--- config.mk ---
export PLATFORM = sky130hd
export DESIGN_NAME = bin2bcd_seq_flat
export DESIGN_NICKNAME = d
export VERILOG_FILES = /design/src/rtl/bin2bcd_seq_if.sv /design/src/rtl/bin2bcd_seq.sv /design/src/flat_wrapper.sv
export SDC_FILE = /design/constraint.sdc
export NUM_CORES = 1
export LEC_CHECK = 0
export ABC_AREA = 1
export CORE_ASPECT_RATIO = 0.9
export CORE_MARGIN = 8
export CORE_UTILIZATION = 30
export CTS_CLUSTER_SIZE = 28
export DETAILED_ROUTE_END_ITERATION = 7
export GPL_TIMING_DRIVEN = 1
export PLACE_DENSITY = 0.47
export SETUP_SLACK_MARGIN = 0.1
export SLEW_MARGIN = 20
export SYNTH_ARGS = -nofsm -noshare
export SYNTH_HDL_FRONTEND = slang
export SYNTH_SLANG_ARGS = --single-unit
--- constraint.sdc ---
create_clock -name clk_i -period 3.87 [get_ports clk_i]
set_input_delay 0.5805 -clock clk_i [delete_from_list [all_inputs] [get_ports clk_i]]
set_output_delay 0.5805 -clock clk_i [all_outputs]
set_load 0.05 [all_outputs]
--- src/rtl/bin2bcd_seq_if.sv ---
//------------------------------------------------------------------------------
// bin2bcd_seq_if : handshake bundle for the binary-to-BCD converter
// Rev 1.0
//------------------------------------------------------------------------------
`default_nettype none

interface bin2bcd_seq_if #(
  parameter int WIDTH   = 8,
  parameter int NDIGITS = 6
);
  localparam int N   = 2 * WIDTH + 1;
  localparam int NDW = $clog2(NDIGITS + 1);

  logic                   valid_i;
  logic                   ready_o;
  logic [N-1:0]           bin_i;
  logic                   valid_o;
  logic                   ready_i;
  logic [4*NDIGITS-1:0]   bcd_o;
  logic [NDW-1:0]         ndig_o;

  modport slave (
    input  valid_i, bin_i, ready_i,
    output ready_o, valid_o, bcd_o, ndig_o
  );

  modport master (
    output valid_i, bin_i, ready_i,
    input  ready_o, valid_o, bcd_o, ndig_o
  );
endinterface

`default_nettype wire

--- src/rtl/bin2bcd_seq.sv ---
//------------------------------------------------------------------------------
// bin2bcd_seq : sequential double-dabble converter, one bit per clock
// Rev 1.0
//------------------------------------------------------------------------------
`default_nettype none

module bin2bcd_seq #(
  parameter int WIDTH   = 8,
  parameter int NDIGITS = 6
) (
  input  logic          clk_i,
  input  logic          rst_ni,
  bin2bcd_seq_if.slave  bus
);
  localparam int N   = 2 * WIDTH + 1;
  localparam int BW  = 4 * NDIGITS;
  localparam int CW  = $clog2(N + 1);
  localparam int NDW = $clog2(NDIGITS + 1);

  typedef enum logic [1:0] {
    S_IDLE  = 2'd0,
    S_SHIFT = 2'd1,
    S_DONE  = 2'd2
  } state_t;

  state_t          state_q, state_d;
  logic [CW-1:0]   cnt_q, cnt_d;
  logic [N-1:0]    bin_q, bin_d;
  logic [BW-1:0]   bcd_q, bcd_d;
  logic [BW-1:0]   res_q, res_d;
  logic [NDW-1:0]  ndig_q, ndig_d;

  logic [BW-1:0]   corr_w;
  logic [BW+N-1:0] shift_w;
  logic [NDW-1:0]  ndig_w;

  // Add-3 correction on every digit from the pre-shift value, then one joint shift
  always_comb begin
    corr_w = '0;
    for (int i = 0; i < NDIGITS; i++) begin
      corr_w[4*i +: 4] = (bcd_q[4*i +: 4] >= 4'd5) ? bcd_q[4*i +: 4] + 4'd3
                                                   : bcd_q[4*i +: 4];
    end
    shift_w = {corr_w, bin_q} << 1;
    ndig_w  = NDW'(1);
    for (int i = 0; i < NDIGITS; i++) begin
      if (shift_w[N + 4*i +: 4] != 4'd0) ndig_w = NDW'(i + 1);
    end
  end

  always_comb begin
    state_d = state_q;
    cnt_d   = cnt_q;
    bin_d   = bin_q;
    bcd_d   = bcd_q;
    res_d   = res_q;
    ndig_d  = ndig_q;
    case (state_q)
      S_IDLE: begin
        if (bus.valid_i) begin
          bin_d   = bus.bin_i;
          bcd_d   = '0;
          cnt_d   = CW'(N);
          state_d = S_SHIFT;
        end
      end
      S_SHIFT: begin
        bin_d = shift_w[N-1:0];
        bcd_d = shift_w[BW+N-1:N];
        cnt_d = cnt_q - CW'(1);
        if (cnt_q == CW'(1)) begin
          res_d   = shift_w[BW+N-1:N];
          ndig_d  = ndig_w;
          state_d = S_DONE;
        end
      end
      S_DONE: begin
        if (bus.ready_i) state_d = S_IDLE;
      end
      default: state_d = S_IDLE;
    endcase
  end

  always_ff @(posedge clk_i) begin
    if (!rst_ni) begin
      state_q <= S_IDLE;
      cnt_q   <= '0;
      bin_q   <= '0;
      bcd_q   <= '0;
      res_q   <= '0;
      ndig_q  <= '0;
    end else begin
      state_q <= state_d;
      cnt_q   <= cnt_d;
      bin_q   <= bin_d;
      bcd_q   <= bcd_d;
      res_q   <= res_d;
      ndig_q  <= ndig_d;
    end
  end

  assign bus.ready_o = (state_q == S_IDLE);
  assign bus.valid_o = (state_q == S_DONE);
  assign bus.bcd_o   = res_q;
  assign bus.ndig_o  = ndig_q;

endmodule

`default_nettype wire

--- src/flat_wrapper.sv ---
// flat-port wrapper written by rule: the top's interface ports become plain ports
module bin2bcd_seq_flat 
#(
  parameter int WIDTH   = 8,
  parameter int NDIGITS = 6
)
  (clk_i, rst_ni, bus_valid_i, bus_bin_i, bus_ready_i, bus_ready_o, bus_valid_o, bus_bcd_o, bus_ndig_o);
  bin2bcd_seq_if #(.WIDTH(WIDTH), .NDIGITS(NDIGITS)) bus_i ();
  input  logic clk_i;
  input  logic rst_ni;
  input wire logic [$bits(bus_i.valid_i)-1:0] bus_valid_i;
  input wire logic [$bits(bus_i.bin_i)-1:0] bus_bin_i;
  input wire logic [$bits(bus_i.ready_i)-1:0] bus_ready_i;
  output wire logic [$bits(bus_i.ready_o)-1:0] bus_ready_o;
  output wire logic [$bits(bus_i.valid_o)-1:0] bus_valid_o;
  output wire logic [$bits(bus_i.bcd_o)-1:0] bus_bcd_o;
  output wire logic [$bits(bus_i.ndig_o)-1:0] bus_ndig_o;
  assign bus_i.valid_i = bus_valid_i;
  assign bus_i.bin_i = bus_bin_i;
  assign bus_i.ready_i = bus_ready_i;
  assign bus_ready_o = bus_i.ready_o;
  assign bus_valid_o = bus_i.valid_o;
  assign bus_bcd_o = bus_i.bcd_o;
  assign bus_ndig_o = bus_i.ndig_o;
  bin2bcd_seq #(.WIDTH(WIDTH), .NDIGITS(NDIGITS)) u_core (.clk_i(clk_i), .rst_ni(rst_ni), .bus(bus_i));
endmodule
* Yosys cells after proc, flatten, opt, wreduce, memory -nomap -nowiden *
Cells that the tools add are included.

word-level totals
  flip-flop bits (word level) = 75
  input port bits = 21
  output and inout bits = 29
  word-level logic and storage cells = 56

operators by class
  add/subtract/negate cells = 7
  $lt $le $gt $ge = 6
  equality and inequality tests = 6
  mux-type cells = 21
  reduce and logical (&&, ||, !) cells = 10

operator list
  kind                                                                      number
  24-bit case mux with 2 select lines                                       1
  17-bit case mux with 2 select lines                                       1
  4-bit by 3-bit >= comparator with 1-bit output (second input constant)    6
  24-bit two-way mux                                                        1
  4-bit by 2-bit adder with 4-bit output (second input constant)            5
  4-bit two-way mux                                                         5
  4-bit nonzero test                                                        5
  17-bit two-way mux                                                        1
  3-bit two-way mux                                                         5
  5-bit case mux with 2 select lines                                        1
  2-bit two-way mux                                                         4
  2-bit case mux with 3 select lines                                        1
  5-bit by 1-bit == test with 1-bit output (second input constant)          1
  5-bit two-way mux                                                         1
  5-bit by 1-bit subtractor with 5-bit output (second input constant)       1
  2-bit inequality test (second input constant)                             2
  2-bit AND reduction                                                       2
  3-bit by 2-bit adder with 3-bit output (second input constant)            1
  3-bit AND reduction                                                       1
  2-bit by 1-bit == test with 1-bit output (second input constant)          1
  2-bit == test (second input constant)                                     1
  2-bit logical NOT                                                         1
  2-bit by 1-bit inequality test with 1-bit output (second input constant)  1
  2-bit nonzero test                                                        1

* Depth between registers and ports, before layout *
Gate-level depths: netlist (run 1).

  word-level depth = 8
  gate-level depth with buffers = 15
  mapped depth without buffers = 15

* Least setup slack after synthesis (run 1) *
Ideal clock, no wire load.

  path kind = flip-flop to flip-flop
  start point = reg u_core.state_q[1]
  end point = reg u_core.bin_q[11]
  library setup time = 0.133 ns
  arrival time = 1.846 ns
  slack = 1.891 ns
  stages on the path, launching flop included = 9
  buffers on the path = 2
  clock period less this slack = 1.979 ns
  cell sequence = dfxtp_1 nor2_1 nand2_2 inv_2 nor2_2 buf_4 buf_4 nand2_1 a31oi_1

between the ends
  cells in the longest elaborated chain, start to end = 3

RTL lines
  item                                                                          line                text
  start, declared                                                               bin2bcd_seq.sv:26   state_t state_q, state_d;
  start signal, assigned                                                        bin2bcd_seq.sv:93   state_q <= state_d;
  2-bit logical NOT *                                                           -
  named net bus_ready_o                                                         flat_wrapper.sv:14  output wire logic [$bits(bus_i.ready_o)-1:0] bus_ready_o;
  2-bit inequality test (no source line) or 2-bit nonzero test (tied branches)  -
  2-bit AND reduction (no source line)                                          -
  end signal, assigned                                                          bin2bcd_seq.sv:95   bin_q <= bin_d;
  end, declared                                                                 bin2bcd_seq.sv:28   logic [N-1:0] bin_q, bin_d;

Mark *: on every way through the listed nets, which the timed path passes. The rest lies on a longest branch.
A chain may end at the register's enable or synchronous reset.

* Worst setup path in the final report (run 1) *
  start point = reg u_core.state_q[1]
  end point = out bus_valid_o

between the ends
  cells in the longest elaborated chain, start to end = 1

RTL lines
  item           line                text
  2-bit == test  bin2bcd_seq.sv:103  assign bus.valid_o = (state_q == S_DONE);
  end, declared  flat_wrapper.sv:15  output wire logic [$bits(bus_i.valid_o)-1:0] bus_valid_o;

No other way between the ends.

==> results of run 1 <==
[Yosys cell counts, types with 3 or more instances]
cell | number | share of area [%]
buf_4 | 3 | 0.63
buf_2 | 8 | 1.1
clkbuf_1 | 7 | 0.73
a31oi_1 | 12 | 2.1
nor2_1 | 33 | 3.5
nor2_2 | 3 | 0.52
nand2_1 | 146 | 15
inv_1 | 59 | 6.2
o21ai_0 | 28 | 3.9
o211ai_1 | 5 | 1.0
a22oi_1 | 9 | 1.9
ha_1 | 14 | 4.9
nand4_1 | 5 | 0.87
o22ai_1 | 5 | 0.87
a21oi_1 | 40 | 5.6
dfxtp_1 | 75 | 42
inv_2 | 3 | 0.31
nand3_1 | 21 | 2.9
xor2_1 | 4 | 0.98
nand2_2 | 3 | 0.52
[stage by stage]
stage               cell area, um2  power, uW  utilization (%)  hold slack, ns
finish                        4500       1950             38.0           0.467
global route                  4500       2050             38.0           0.495
CTS                           4500       1980             38.0           0.467
detailed placement            4200       1140             35.5           0.455
global placement              4200       1130             35.5           0.452
floorplan                     3580       1040                -           0.440
[routing by layer]
metal	global-route usage, %	wire (um)	vias up
li1	-	-	1707
met5	0	0	-
met1	15.0	4510	1443
met2	18.7	3950	64
met3	4.09	485	8
met4	3.26	93	0
[worst register-to-register path, stage by stage, from the launching register on]
cell     delay (ns)
dfxtp_1        0.35
inv_1          0.07
nor2_4         0.51
inv_2          0.25
nor2_4         0.24
buf_4          0.36
o21ai_0        0.15
a21o_2         0.20
inv_1          0.04
[cell families after synthesis]
| kind of cell | Yosys count |
|---|---|
| compound gates | 105 |
| simple gates | 218 |
| flops | 75 |
| buf+inv | 83 |
| xor+xnor | 5 |
| fa+ha+maj | 14 |
[power by group]
group / switching [uW] / total [uW] / internal (uW)
Clock: 307 / 837 / 530
Combinational: 186 / 280 / 93.9
Sequential: 22.1 / 834 / 812
[flip-flops by register name, summed over array words and instances, names as in the netlist]
register / cells
u_core.bus.ndig_o: 3
u_core.state_q: 2
u_core.bcd_q: 24
u_core.bin_q: 17
u_core.cnt_q: 5
u_core.bus.bcd_o: 24
[worst max path at each step]
stage	start	end	slack [ns]	depth (start not counted)
floorplan	u_core.state_q[1]$_SDFFE_PN0P_	u_core.bin_q[11]$_SDFFE_PN0P_	1.89	8
global placement	bus_valid_i	u_core.bin_q[8]$_SDFFE_PN0P_	1.40	9
detailed placement	bus_valid_i	u_core.bin_q[14]$_SDFFE_PN0P_	1.33	9
CTS	u_core.state_q[1]$_SDFFE_PN0P_	bus_valid_o	1.55	3
global route	u_core.state_q[0]$_SDFFE_PN0P_	u_core.bus.ndig_o[2]$_SDFFE_PN0P_	1.36	8
finish	u_core.state_q[1]$_SDFFE_PN0P_	bus_valid_o	1.58	3
[area by class of cell]
cell class	instances	area [um2]
fill	1245	7340
multi-input combinational	342	1740
sequential	75	1500
timing repair buffer	53	520
clock buffer	13	260
inverter	63	236
tap	160	200
clock inverter	2	35.0
==> impl_metrics.toml, run 1 <==
[global_route]
grt_start_max_net_pins = 47
grt_pass1_wl_mm = 15.3
grt_util_all_layers_pct = 11.8
overflow = 0
grt_pass1_vias = 3131
antenna_found_initial = 0

[layout]
drive_above_1_share_pct = 6.39
synthToLayoutAreaGrowth_pct = 25.7
nets = 579
diodes = 0
mostFrequentLayoutCells = "nand2_1 (146), dfxtp_1 (75), inv_1 (59)"
stdcell_count = 708
final_common_cell = "nand2_1"

[sta]
slew_viol_final = 0
setup_ws_ns = 1.58
worst_pin_slew_ns = 0.844
timing_hold_violations_final = 0
setup_viol = 0
skew_ns = 0.00563
tns_ns = 0
rsz0062_at_grt = "no"
min_period_over_period_pct = 59.3
timing.fmax_mhz = 436
min_period_ns = 2.29
slew_headroom_pct = 43.7

[synth]
ys_seq_area_share_pct = 42.0
synth_edf_count = 0
synthAdderAreaFrac_pct = 4.90
synth.avg_cell_area_um2 = 7.15
yosysUniqueCellTypes = 33
synth_compound_area_share_pct = 16.8
async_reset_ff_share_pct = 0
synth_xor_area_share_pct = 1.43
syn_area_mm2 = 0.00358
synth_cells = 500
synth_simple_gate_area_share_pct = 25.6
synthesis.nets = 535
synthMuxAreaShare_pct = 0
ys_warn_count = 0
synth_ff_type = "dfxtp_1"
synth_top_family_by_area = "simple AND/OR/NAND/NOR gates"
synth-seq-cells = 75

[floorplanning]
die_h_um = 120
pin_count = 50
dieArea_mm2 = 0.0157
die_x_um = 131
core_mm2 = 0.0118
start_util_pct = 30.2
rows = 38

[worst_setup_path]
slowest_delay_ns = 0.82
crit_fanout = 3
slowest_stage = "clkdlybuf4s50_1"
path_buf_inv = 2
crit_required_ns = 3.29
r2r_slack_ns = 1.64
r2r_end = "u_core.bus.ndig_o[2]$_SDFFE_PN0P_"
worstReg2RegStart = "u_core.state_q[0]$_SDFFE_PN0P_"
r2r_cells = 8
start_kind = "register"
cp_top_family = "buffers and inverters"
cp_cell_sequence = "inv_1 -> nor2_1 -> clkdlybuf4s50_1"
cp.arrival_ns = 1.71
worstSetupPathType = "reg -> out"
endpoint_kind = "output port"

[drt]
vias = 3222
wl_per_cell_um = 12.8
drc = 0
ant_nets = 0
drt-pass1-iter-count = 4
drt-initial-drc-count = 147
viasPerCell = 4.55
wirelength_mm = 9.04

[power_and_ir_drop]
p_leak_uw = 0.00189
pwr_density_cell_mw_per_mm2 = 434
vdd.ir_drop.worst_v = 0.000183

[job]
maxCapViolations = 0

[clock_network]
worstSkewPairLatency_ns = 0.33
cts_tree = "built"
cts-root-buf = "clkbuf_16"
post_cts_buffers = 0
clk_path_buf_depth = 2
h-tree-depth = 3
ctsResizeCount = 0
cts.sinks = 75
cts-hold-fix-buffers = 0
clkSlewWorstSetupHoldPaths_ns = 0.06
numCtsBuffers = 9

[worst_hold_path]
hold_class = "reg -> reg"
hold_depth = 2
min_to = "u_core.bin_q[0]$_SDFFE_PN0P_"
hp-start = "u_core.bin_q[0]$_SDFFE_PN0P_"

[placed_design]
place_inst = 693
dp_hpwl_mm = 6.31
gp_congestion = 0.771
port_buffers = 49
pre_cts_ws_ns = 1.33

[run_status]
status = "finished, final reports clean"
Power figures use the tool's default switching activity.
==> inputs of run 2 (changes only) <==
==> constraint.sdc (replaced) <==
create_clock -name clk_i -period 2.3 [get_ports clk_i]
set_input_delay 0.345 -clock clk_i [delete_from_list [all_inputs] [get_ports clk_i]]
set_output_delay 0.345 -clock clk_i [all_outputs]
set_load 0.05 [all_outputs]
==> run 2 against run 1 <==
Net effect:
- worst setup slack lost 1.3 ns
- first-iteration DRC count grew 3.4%
- non-clock buffer count grew 4
- clock skew shrank 0.0016 ns
- flip-flop and latch count is the same
- highest routed layer unchanged
- combinational power grew 74%
- die area is the same
- hold slack lost 0.0018 ns
- register-to-register slack lost 1.2 ns
- count of clock-buffer cells in the layout is the same
- clock power grew 68%
- core utilization grew 0.36 points
- critical endpoint unchanged
==> impl_metrics.toml, run 2 (synthesis results as in run 1) <==
[drt]
drt-initial-drc-count = 152
viasPerCell = 4.52
drt-pass1-iter-count = 4
wl_per_cell_um = 12.7
ant_nets = 0
wirelength_mm = 9.01
vias = 3219
drc = 0

[power_and_ir_drop]
vdd.ir_drop.worst_v = 0.000308
pwr_density_cell_mw_per_mm2 = 727
p_leak_uw = 0.00191
total_power_uw = 3300

[worst_setup_path]
endpoint_kind = "output port"
r2r_cells = 10
worstSetupPathType = "reg -> out"
r2r_slack_ns = 0.46
r2r_end = "u_core.bus.ndig_o[2]$_SDFFE_PN0P_"
cp.arrival_ns = 1.72
worstReg2RegStart = "u_core.bcd_q[20]$_SDFFE_PN0P_"
crit_required_ns = 1.96
crit_fanout = 3
start_kind = "register"
cp-startpoint = "u_core.state_q[1]$_SDFFE_PN0P_"

[global_route]
antenna_found_initial = 0
grt_start_max_net_pins = 47
overflow = 0
grt_util_all_layers_pct = 11.8
grt_pass1_vias = 3202
grt_pass1_wl_mm = 15.3

[floorplanning]
die_x_um = 131
die_h_um = 120
pin_count = 50
start_util_pct = 30.2
dieArea_mm2 = 0.0157
rows = 38
core_mm2 = 0.0118

[layout]
nets = 583
final_util_pct = 38.3
diodes = 0
final_common_cell = "nand2_1"
synthToLayoutAreaGrowth_pct = 26.9
drive_above_1_share_pct = 7.07
num-fill-cells = 1242
mostFrequentLayoutCells = "nand2_1 (146), dfxtp_1 (75), inv_1 (59)"

[sta]
timing_hold_violations_final = 0
min_period_over_period_pct = 89.8
timing.fmax_mhz = 484
slew_viol_final = 0
setup_viol = 0
worst_pin_slew_ns = 0.572
slew_headroom_pct = 61.5
tns_ns = 0
skew_ns = 0.00404
min_period_ns = 2.07
setup_ws_ns = 0.234
rsz0062_at_grt = "no"

[placed_design]
dp_hpwl_mm = 6.36
gp_congestion = 0.753
port_buffers = 49
pre_cts_ws_ns = 0.453

[clock_network]
clk_path_buf_depth = 2
h-tree-depth = 3
numCtsBuffers = 9
worstSkewPairLatency_ns = 0.33
clkSlewWorstSetupHoldPaths_ns = 0.06
ctsResizeCount = 0
cts-root-buf = "clkbuf_16"
cts_tree = "built"
cts.sinks = 75
post_cts_buffers = 0
cts-hold-fix-buffers = 0

[worst_hold_path]
min_to = "u_core.bin_q[0]$_SDFFE_PN0P_"
hold_class = "reg -> reg"
hp-start = "u_core.bin_q[0]$_SDFFE_PN0P_"
hold_depth = 2

[job]
maxCapViolations = 0

[run_status]
status = "finished, final reports clean"
==> run 2: cell type report <==
type / instances / area (um2) / share of cell area (%)
Clock buffer: 13 / 260 / 5.73
Timing Repair Buffer: 57 / 563 / 12.4
Inverter: 63 / 236 / 5.21
Tap cell: 160 / 200 / 4.41
Multi-Input combinational cell: 342 / 1740 / 38.4
Sequential cell: 75 / 1500 / 33.1
Clock inverter: 2 / 35.0 / 0.772
==> run 2: routing by layer <==
layer  wire length, um  global-route usage [%]  up-vias
met4               127                    4.13        0
met3               456                    3.59       12
met5                 0                       0        -
li1                  -                       -     1714
met1              4590                    14.7     1435
met2              3840                    19.1       58
==> run 2: through the flow <==
step | cells | hold slack, ns | area (um2)
after floorplan | 500 | 0.440 | 3580
after global placement | 697 | 0.452 | 4240
after detailed placement | 697 | 0.461 | 4240
after CTS | 712 | 0.467 | 4540
after global routing | 712 | 0.495 | 4540
final | 712 | 0.465 | 4540
==> run 2: where the power goes <==
part           internal [uW]  switching [uW]
Combinational            168             318
Clock                    892             520
Sequential              1370            37.6
Total                   2430             876
==> run 2: critical path, cell delays in order, from the launching register on <==
cell and delay (ns):
dfxtp_1 0.39, inv_1 0.05, nor2_1 0.11, clkdlybuf4s50_1 0.83
==> run 2: worst max path at each step <==
| stage | to | cells after the start |
|---|---|---|
| floorplan | u_core.bin_q[12]$_SDFFE_PN0P_ | 8 |
| global placement | u_core.bus.ndig_o[2]$_SDFFE_PN0P_ | 10 |
| detailed placement | u_core.bus.ndig_o[2]$_SDFFE_PN0P_ | 10 |
| CTS | bus_valid_o | 3 |
| global route | bus_valid_o | 3 |
| finish | bus_valid_o | 3 |
==> inputs of run 3 (changes only) <==
--- a/config.mk
+++ b/config.mk
@@ -6,6 +6,7 @@
 export NUM_CORES = 1
 export LEC_CHECK = 0
 export ABC_AREA = 1
+export CAP_MARGIN = 20
 export CORE_ASPECT_RATIO = 0.9
 export CORE_MARGIN = 8
 export CORE_UTILIZATION = 30
==> results of run 3 <==
Final layout, timing and power as in run 2 (identical DEF).
